===== src/rtl/xs3_pkg.sv =====
// Shared types, constants and helpers for the digit-serial excess-3 adder/subtractor.
package xs3_pkg;

    typedef enum logic [1:0] {
        StIdle   = 2'd0,
        StCalc   = 2'd1,
        StRecomp = 2'd2,
        StDone   = 2'd3
    } state_e;

    localparam logic [3:0] XS3_BIAS = 4'd3;

    function automatic logic bcd_digit_ok(input logic [3:0] d);
        return d <= 4'd9;
    endfunction

endpackage


===== src/rtl/xs3_serial_addsub_if.sv =====
// Operand/result handshake bundle between the producer/consumer and the serial adder.
interface xs3_serial_addsub_if #(
    parameter int unsigned NUM_DIGITS = 4
);
    logic                      in_valid;
    logic                      in_ready;
    logic [4*NUM_DIGITS-1:0]   a_bcd;
    logic [4*NUM_DIGITS-1:0]   b_bcd;
    logic                      mode;
    logic                      out_valid;
    logic                      out_ready;
    logic [4*NUM_DIGITS-1:0]   result_bcd;
    logic                      carry_out;
    logic                      neg;
    logic                      err;

    modport master (
        output in_valid, a_bcd, b_bcd, mode, out_ready,
        input  in_ready, out_valid, result_bcd, carry_out, neg, err
    );

    modport slave (
        input  in_valid, a_bcd, b_bcd, mode, out_ready,
        output in_ready, out_valid, result_bcd, carry_out, neg, err
    );
endinterface


===== src/rtl/xs3_digit_cell.sv =====
// Single-digit excess-3 adder with decimal correction; invert_b gives the nine's complement of b.
module xs3_digit_cell
    import xs3_pkg::*;
(
    input  logic [3:0] i_xa,
    input  logic [3:0] i_xb,
    input  logic       i_invert_b,
    input  logic       i_cin,
    output logic [3:0] o_xs3,
    output logic       o_cout
);
    logic [3:0] w_xb;
    logic [4:0] w_sum;

    always_comb begin
        w_xb   = i_invert_b ? ~i_xb : i_xb;
        w_sum  = {1'b0, i_xa} + {1'b0, w_xb} + {4'd0, i_cin};
        o_cout = w_sum[4];
        // A carry means the bias was consumed (+3 restores it), otherwise it was doubled (-3).
        o_xs3  = w_sum[4] ? (w_sum[3:0] + XS3_BIAS) : (w_sum[3:0] - XS3_BIAS);
    end
endmodule


===== src/rtl/xs3_serial_addsub.sv =====
// Digit-serial multi-digit BCD add/subtract in excess-3, LSD first, with a recomplement pass
// producing sign-magnitude output when A-B is negative.
module xs3_serial_addsub
    import xs3_pkg::*;
#(
    parameter int unsigned NUM_DIGITS = 4
) (
    input  logic               clk,
    input  logic               rst_n,
    xs3_serial_addsub_if.slave bus
);
    localparam int unsigned IdxW = (NUM_DIGITS > 1) ? $clog2(NUM_DIGITS) : 1;
    localparam logic [IdxW-1:0] LastIdx = IdxW'(NUM_DIGITS - 1);

    state_e          r_state, w_state_d;
    logic [IdxW-1:0] r_idx, w_idx_d;
    logic [3:0]      r_xa  [NUM_DIGITS];
    logic [3:0]      w_xa_d[NUM_DIGITS];
    logic [3:0]      r_xb  [NUM_DIGITS];
    logic [3:0]      w_xb_d[NUM_DIGITS];
    logic [3:0]      r_res  [NUM_DIGITS];
    logic [3:0]      w_res_d[NUM_DIGITS];
    logic            r_c, w_c_d;
    logic            r_mode, w_mode_d;
    logic            r_out_valid, w_out_valid_d;
    logic            r_carry_out, w_carry_out_d;
    logic            r_neg, w_neg_d;
    logic            r_err, w_err_d;

    logic            w_in_err;
    logic [3:0]      w_cell_xa, w_cell_xb, w_digit;
    logic            w_cell_inv, w_cout;
    logic [4*NUM_DIGITS-1:0] w_result;

    // Recomplement computes 0 - R: XS3 zero minus the stored first-pass digits.
    always_comb begin
        w_cell_xa  = (r_state == StRecomp) ? XS3_BIAS : r_xa[r_idx];
        w_cell_xb  = (r_state == StRecomp) ? r_xa[r_idx] : r_xb[r_idx];
        w_cell_inv = (r_state == StRecomp) | r_mode;
    end

    xs3_digit_cell u_cell (
        .i_xa       (w_cell_xa),
        .i_xb       (w_cell_xb),
        .i_invert_b (w_cell_inv),
        .i_cin      (r_c),
        .o_xs3      (w_digit),
        .o_cout     (w_cout)
    );

    always_comb begin
        w_in_err = 1'b0;
        for (int unsigned i = 0; i < NUM_DIGITS; i++) begin
            if (!bcd_digit_ok(bus.a_bcd[4*i +: 4]) || !bcd_digit_ok(bus.b_bcd[4*i +: 4])) begin
                w_in_err = 1'b1;
            end
        end
    end

    always_comb begin
        w_state_d     = r_state;
        w_idx_d       = r_idx;
        w_xa_d        = r_xa;
        w_xb_d        = r_xb;
        w_res_d       = r_res;
        w_c_d         = r_c;
        w_mode_d      = r_mode;
        w_out_valid_d = r_out_valid;
        w_carry_out_d = r_carry_out;
        w_neg_d       = r_neg;
        w_err_d       = r_err;

        unique case (r_state)
            StIdle: begin
                if (bus.in_valid) begin
                    w_mode_d      = bus.mode;
                    w_c_d         = bus.mode;
                    w_idx_d       = '0;
                    w_carry_out_d = 1'b0;
                    w_neg_d       = 1'b0;
                    for (int unsigned i = 0; i < NUM_DIGITS; i++) begin
                        w_xa_d[i]  = bus.a_bcd[4*i +: 4] + XS3_BIAS;
                        w_xb_d[i]  = bus.b_bcd[4*i +: 4] + XS3_BIAS;
                        w_res_d[i] = 4'd0;
                    end
                    if (w_in_err) begin
                        w_err_d       = 1'b1;
                        w_out_valid_d = 1'b1;
                        w_state_d     = StDone;
                    end else begin
                        w_state_d = StCalc;
                    end
                end
            end
            StCalc: begin
                w_xa_d[r_idx]  = w_digit;
                w_res_d[r_idx] = w_digit - XS3_BIAS;
                w_c_d          = w_cout;
                w_idx_d        = r_idx + 1'b1;
                if (r_idx == LastIdx) begin
                    w_idx_d = '0;
                    if (!r_mode) begin
                        w_carry_out_d = w_cout;
                        w_out_valid_d = 1'b1;
                        w_state_d     = StDone;
                    end else if (w_cout) begin
                        w_out_valid_d = 1'b1;
                        w_state_d     = StDone;
                    end else begin
                        w_neg_d   = 1'b1;
                        w_c_d     = 1'b1;
                        w_state_d = StRecomp;
                    end
                end
            end
            StRecomp: begin
                w_xa_d[r_idx]  = w_digit;
                w_res_d[r_idx] = w_digit - XS3_BIAS;
                w_c_d          = w_cout;
                w_idx_d        = r_idx + 1'b1;
                if (r_idx == LastIdx) begin
                    w_idx_d       = '0;
                    w_out_valid_d = 1'b1;
                    w_state_d     = StDone;
                end
            end
            StDone: begin
                if (bus.out_ready) begin
                    w_out_valid_d = 1'b0;
                    w_carry_out_d = 1'b0;
                    w_neg_d       = 1'b0;
                    w_err_d       = 1'b0;
                    for (int unsigned i = 0; i < NUM_DIGITS; i++) begin
                        w_res_d[i] = 4'd0;
                    end
                    w_state_d = StIdle;
                end
            end
            default: w_state_d = StIdle;
        endcase
    end

    always_ff @(posedge clk or negedge rst_n) begin
        if (!rst_n) begin
            r_state     <= StIdle;
            r_idx       <= '0;
            r_c         <= 1'b0;
            r_mode      <= 1'b0;
            r_out_valid <= 1'b0;
            r_carry_out <= 1'b0;
            r_neg       <= 1'b0;
            r_err       <= 1'b0;
            for (int unsigned i = 0; i < NUM_DIGITS; i++) begin
                r_xa[i]  <= 4'd0;
                r_xb[i]  <= 4'd0;
                r_res[i] <= 4'd0;
            end
        end else begin
            r_state     <= w_state_d;
            r_idx       <= w_idx_d;
            r_c         <= w_c_d;
            r_mode      <= w_mode_d;
            r_out_valid <= w_out_valid_d;
            r_carry_out <= w_carry_out_d;
            r_neg       <= w_neg_d;
            r_err       <= w_err_d;
            r_xa        <= w_xa_d;
            r_xb        <= w_xb_d;
            r_res       <= w_res_d;
        end
    end

    always_comb begin
        w_result = '0;
        for (int unsigned i = 0; i < NUM_DIGITS; i++) begin
            w_result[4*i +: 4] = r_res[i];
        end
    end

    // Gating with rst_n keeps in_ready low while reset is held, not just after the first edge.
    assign bus.in_ready   = (r_state == StIdle) & rst_n;
    assign bus.out_valid  = r_out_valid;
    assign bus.result_bcd = w_result;
    assign bus.carry_out  = r_carry_out;
    assign bus.neg        = r_neg;
    assign bus.err        = r_err;

endmodule


===== src/flat_wrapper.sv =====
// flat-port wrapper written by rule: the top's interface ports become plain ports
module xs3_serial_addsub_flat import xs3_pkg::*;
#(
    parameter int unsigned NUM_DIGITS = 4
)
  (clk, rst_n, bus_in_valid, bus_a_bcd, bus_b_bcd, bus_mode, bus_out_ready, bus_in_ready, bus_out_valid, bus_result_bcd, bus_carry_out, bus_neg, bus_err);
  xs3_serial_addsub_if #(.NUM_DIGITS(NUM_DIGITS)) bus_i ();
  input  logic clk;
  input  logic rst_n;
  input wire logic [$bits(bus_i.in_valid)-1:0] bus_in_valid;
  input wire logic [$bits(bus_i.a_bcd)-1:0] bus_a_bcd;
  input wire logic [$bits(bus_i.b_bcd)-1:0] bus_b_bcd;
  input wire logic [$bits(bus_i.mode)-1:0] bus_mode;
  input wire logic [$bits(bus_i.out_ready)-1:0] bus_out_ready;
  output wire logic [$bits(bus_i.in_ready)-1:0] bus_in_ready;
  output wire logic [$bits(bus_i.out_valid)-1:0] bus_out_valid;
  output wire logic [$bits(bus_i.result_bcd)-1:0] bus_result_bcd;
  output wire logic [$bits(bus_i.carry_out)-1:0] bus_carry_out;
  output wire logic [$bits(bus_i.neg)-1:0] bus_neg;
  output wire logic [$bits(bus_i.err)-1:0] bus_err;
  assign bus_i.in_valid = bus_in_valid;
  assign bus_i.a_bcd = bus_a_bcd;
  assign bus_i.b_bcd = bus_b_bcd;
  assign bus_i.mode = bus_mode;
  assign bus_i.out_ready = bus_out_ready;
  assign bus_in_ready = bus_i.in_ready;
  assign bus_out_valid = bus_i.out_valid;
  assign bus_result_bcd = bus_i.result_bcd;
  assign bus_carry_out = bus_i.carry_out;
  assign bus_neg = bus_i.neg;
  assign bus_err = bus_i.err;
  xs3_serial_addsub #(.NUM_DIGITS(NUM_DIGITS)) u_core (.clk(clk), .rst_n(rst_n), .bus(bus_i));
endmodule

===== config.mk =====
export PLATFORM = sky130hd
export DESIGN_NAME = xs3_serial_addsub_flat
export DESIGN_NICKNAME = d
export VERILOG_FILES = /design/src/rtl/xs3_pkg.sv /design/src/rtl/xs3_serial_addsub_if.sv /design/src/rtl/xs3_digit_cell.sv /design/src/rtl/xs3_serial_addsub.sv /design/src/flat_wrapper.sv
export SDC_FILE = /design/constraint.sdc
export NUM_CORES = 1
export LEC_CHECK = 0
export CAP_MARGIN = 0
export CORE_MARGIN = 2
export CORE_UTILIZATION = 50
export DETAILED_ROUTE_END_ITERATION = 16
export GPL_ROUTABILITY_DRIVEN = 0
export MAX_ROUTING_LAYER = met4
export PLACE_DENSITY = 0.74
export SLEW_MARGIN = 25
export SYNTH_ARGS = -nofsm -noshare
export SYNTH_HDL_FRONTEND = slang
export SYNTH_HIERARCHICAL = 1
export SYNTH_SLANG_ARGS = --single-unit

===== constraint.sdc =====
create_clock -name clk -period 6.3 [get_ports clk]
set_input_delay 1.26 -clock clk [delete_from_list [all_inputs] [get_ports clk]]
set_output_delay 1.26 -clock clk [all_outputs]
set_load 0.05 [all_outputs]

==> impl_metrics.csv <==
group,metric,value,unit
cts,cts_hold_buffers,0,
detailed_routing,ant_nets,0,
cts,clk_pin_slew,0.06,ns
floorplan,die_area,8790,sq um
cts,cts_tree,"built",
critical_path,reg2reg_slack,1.12,ns
cts,cts_root_buf,"clkbuf_8",
timing,relSlewSlack,34.4,%
timing,tns,0,ns
synth,syn_nets,496,
grt,grt_overflow,0,
cts,htreeDepth,3,
min_path,min_to,"u_core/r_xb[7]",
floorplan,die_y,93.7,um
critical_path,crit_type,"reg2reg",
finish,drive_above_1_share,8.56,%
synth,async_flop_share,100,%
detailed_routing,vias_per_cell,5.70,
timing,fin_ws,1.12,ns
cts,clk_latency,0.35,ns
synth,synthAdderAreaFrac,10.8,%
synth,ys_seq_elements,58,
detailed_routing,drc,0,
synth,synthXorXnorAreaFrac,5.66,%
cts,post_cts_buffers,0,
synth,synth_edf_count,0,
detailed_routing,via_count,3310,
floorplan,ios,58,
floorplan,die_x,93.7,um
timing,hold_viol,0,
finish,diodes,0,
grt,grt_max_degree,59,
cts,clockBufferDepth,2,
finish,finish.instance_area,4860,sq um
finish,mostFrequentLayoutCell,"dfrtp_1",
critical_path,arrival,5.41,ns
placement,post-dp-hpwl,6.99,mm
grt,grt_pass1_vias,3154,
finish,area_growth,20.6,%
grt,grt_pass1_wl,15.5,mm
synth,syn_area_per_cell,9.45,sq um
synth,synth_compound_area_share,20.6,%
detailed_routing,firstDrtPassIters,5,
floorplan,core,7770,sq um
placement,post-place-ws,1.19,ns
synth,synth_cells,426,
floorplan,row_count,32,
finish,final_cell_mix,"dfrtp_1, clkdlybuf4s50_1, nand2_1",
timing,worstMarginPinSlew,0.983,ns
critical_path,rr_startpoint,"u_core/r_idx[0]",
critical_path,startpoint_type,"flop",
detailed_routing,avgRoutedWirePerCell,16.3,um
synth,synthSimpleGateAreaFrac,9.66,%
grt,antenna_found_initial,0,
critical_path,r2r_end,"u_core/bus.result_bcd[11]",
cts,cts_resized,0,
synth,ys_warn_count,6,
floorplan,start_util,51.8,%
critical_path,worst_r2r_path_depth,18,
min_path,hp-start,"u_core/r_xb[7]",
timing,fin_crit_sh,82.2,%
synth,seq_area_frac_synth,36.0,%
synth,muxShareOfSynthArea,10.8,%
timing,setup_viol,0,
cts,clock-sinks,58,
timing,fmax,0.193,GHz
detailed_routing,drt_iter0_drc,219,
timing,finClkSkew,0.0100,ns
timing,slew_viol_final,0,
grt,grt.total_usage,23.5,%
critical_path,worstPathMaxFanout,13,
placement,place_area,4650,sq um
min_path,whs_path_depth,2,
synth,synth.distinct_cells,47,
run_status,outcome,"finished clean",
synth,synth_top_family_by_area,"compound AO/OA/AOI/OAI gates",
synth,netlist_area,4030,sq um
timing,min_period,5.18,ns
synth,ys.flop_type,"dfrtp_1",
finish,nNetsFinal,545,
timing,grt_setup_unrepaired,"false",
cts,cts_buffers,9,
critical_path,worstPathRequired,6.53,ns
placement,portBuffers,57,
min_path,hold_class,"reg2reg",
flow_run,cap_viol_max_count,0,
critical_path,crit_path_end_kind,"flop",
detailed_routing,wl,9.45,mm
[cell families (layout without fill, tap and decap cells)]
logic type | Yosys count | after routing
AOI/OAI and AO/OA | 128 | 128
xor gates and xnor gates | 26 | 26
adders and majority gates | 33 | 33
buffers and inverters | 66 | 119
DFF | 58 | 58
muxes | 32 | 32
and+or+nand+nor | 83 | 83
[metal layers]
| metal | share of wire, % | wire length [um] | global-route usage [%] | vias to the layer above |
|---|---|---|---|---|
| met4 | 1.7 | 157 | 7.25 | 0 |
| met2 | 47 | 4490 | 36.4 | 94 |
| li1 | - | - | - | 1599 |
| met1 | 46 | 4310 | 30.8 | 1604 |
| met3 | 5.3 | 496 | 5.86 | 13 |
| met5 | 0 | 0 | - | - |
[metrics by stage]
stage | hold WS, ns | instances | utilization, %
3_3_place_gp | 0.465 | 566 | 59.9
3_5_place_dp | 0.467 | 566 | 59.9
6_report | 0.482 | 581 | 62.5
2_1_floorplan | 0.445 | 426 | -
4_1_cts | 0.481 | 581 | 62.5
5_1_grt | 0.514 | 581 | 62.5
[worst max-delay path, cell delays in order, from the launching register on]
cell and delay (ns):
dfrtp_1 0.73, mux4_2 0.60, mux2_2 0.29, xnor2_1 0.19, fa_1 0.20, inv_1 0.06, fa_1 0.42, a21o_2 0.25
a21o_1 0.22, ha_1 0.30, and2b_1 0.19, o221ai_1 0.15, o21ai_0 0.11, a221o_2 0.40, xor2_1 0.26, xnor2_1 0.11
nor2_1 0.25, mux2i_1 0.12, o21ai_0 0.22
[worst max path at each step]
stage | startpoint | end | cells after the start
floorplan | u_core/r_idx[0] | u_core/bus.result_bcd[11] | 19
global placement | u_core/r_idx[0] | u_core/bus.result_bcd[15] | 18
detailed placement | u_core/r_idx[0] | u_core/bus.result_bcd[11] | 18
CTS | u_core/r_idx[0] | u_core/bus.result_bcd[11] | 18
global route | u_core/r_idx[0] | u_core/bus.result_bcd[11] | 18
finish | u_core/r_idx[0] | u_core/bus.result_bcd[11] | 18
[layout make-up]
cell class / count / area (sq um)
Tap cell: 102 / 128
Inverter: 44 / 165
Clock inverter: 2 / 35.0
Clock buffer: 13 / 169
Fill cell: 665 / 2910
Sequential cell: 58 / 1450
Timing Repair Buffer: 60 / 588
Multi-Input combinational cell: 302 / 2320
[synthesized netlist by cell type (2+ instances only)]
| cell type | number | share of area (%) |
|---|---|---|
| xnor2_1 | 7 | 1.5 |
| mux2i_1 | 17 | 4.2 |
| a31oi_1 | 5 | 0.78 |
| ha_1 | 30 | 9.3 |
| nor2b_1 | 8 | 1.2 |
| dfrtp_1 | 58 | 36 |
| a21o_1 | 3 | 0.56 |
| a21oi_1 | 11 | 1.4 |
| and2_1 | 4 | 0.62 |
| clkbuf_1 | 14 | 1.3 |
| buf_1 | 2 | 0.19 |
| xor2_1 | 19 | 4.1 |
| inv_1 | 44 | 4.1 |
| o21bai_1 | 9 | 1.7 |
| mux2_4 | 2 | 0.75 |
| a22o_1 | 9 | 2.0 |
| and2b_1 | 2 | 0.37 |
| nand2_1 | 50 | 4.7 |
| mux2_2 | 5 | 1.4 |
| mux4_2 | 8 | 4.5 |
| or2_1 | 2 | 0.31 |
| o22ai_1 | 21 | 3.3 |
| o221ai_1 | 13 | 2.8 |
| buf_2 | 6 | 0.75 |
| a22oi_1 | 3 | 0.56 |
| fa_1 | 3 | 1.5 |
| o21ai_0 | 41 | 5.1 |
| nor2_1 | 6 | 0.56 |
| nand3_1 | 3 | 0.37 |
| o21ai_1 | 4 | 0.50 |
[state kept, by name (all words and copies together) (netlist names)]
signal and flops:
u_core/r_idx 2, u_core/r_mode 1, u_core/bus.carry_out 1, u_core/bus.result_bcd 16
u_core/r_state 2, u_core/bus.out_valid 1, u_core/r_c 1, u_core/bus.err 1
u_core/r_xb 16, u_core/r_xa 16, u_core/bus.neg 1
Power is left out: the tool's default activity adds up to more than one toggle a clock period on the data nets, which glitch-free logic cannot reach.
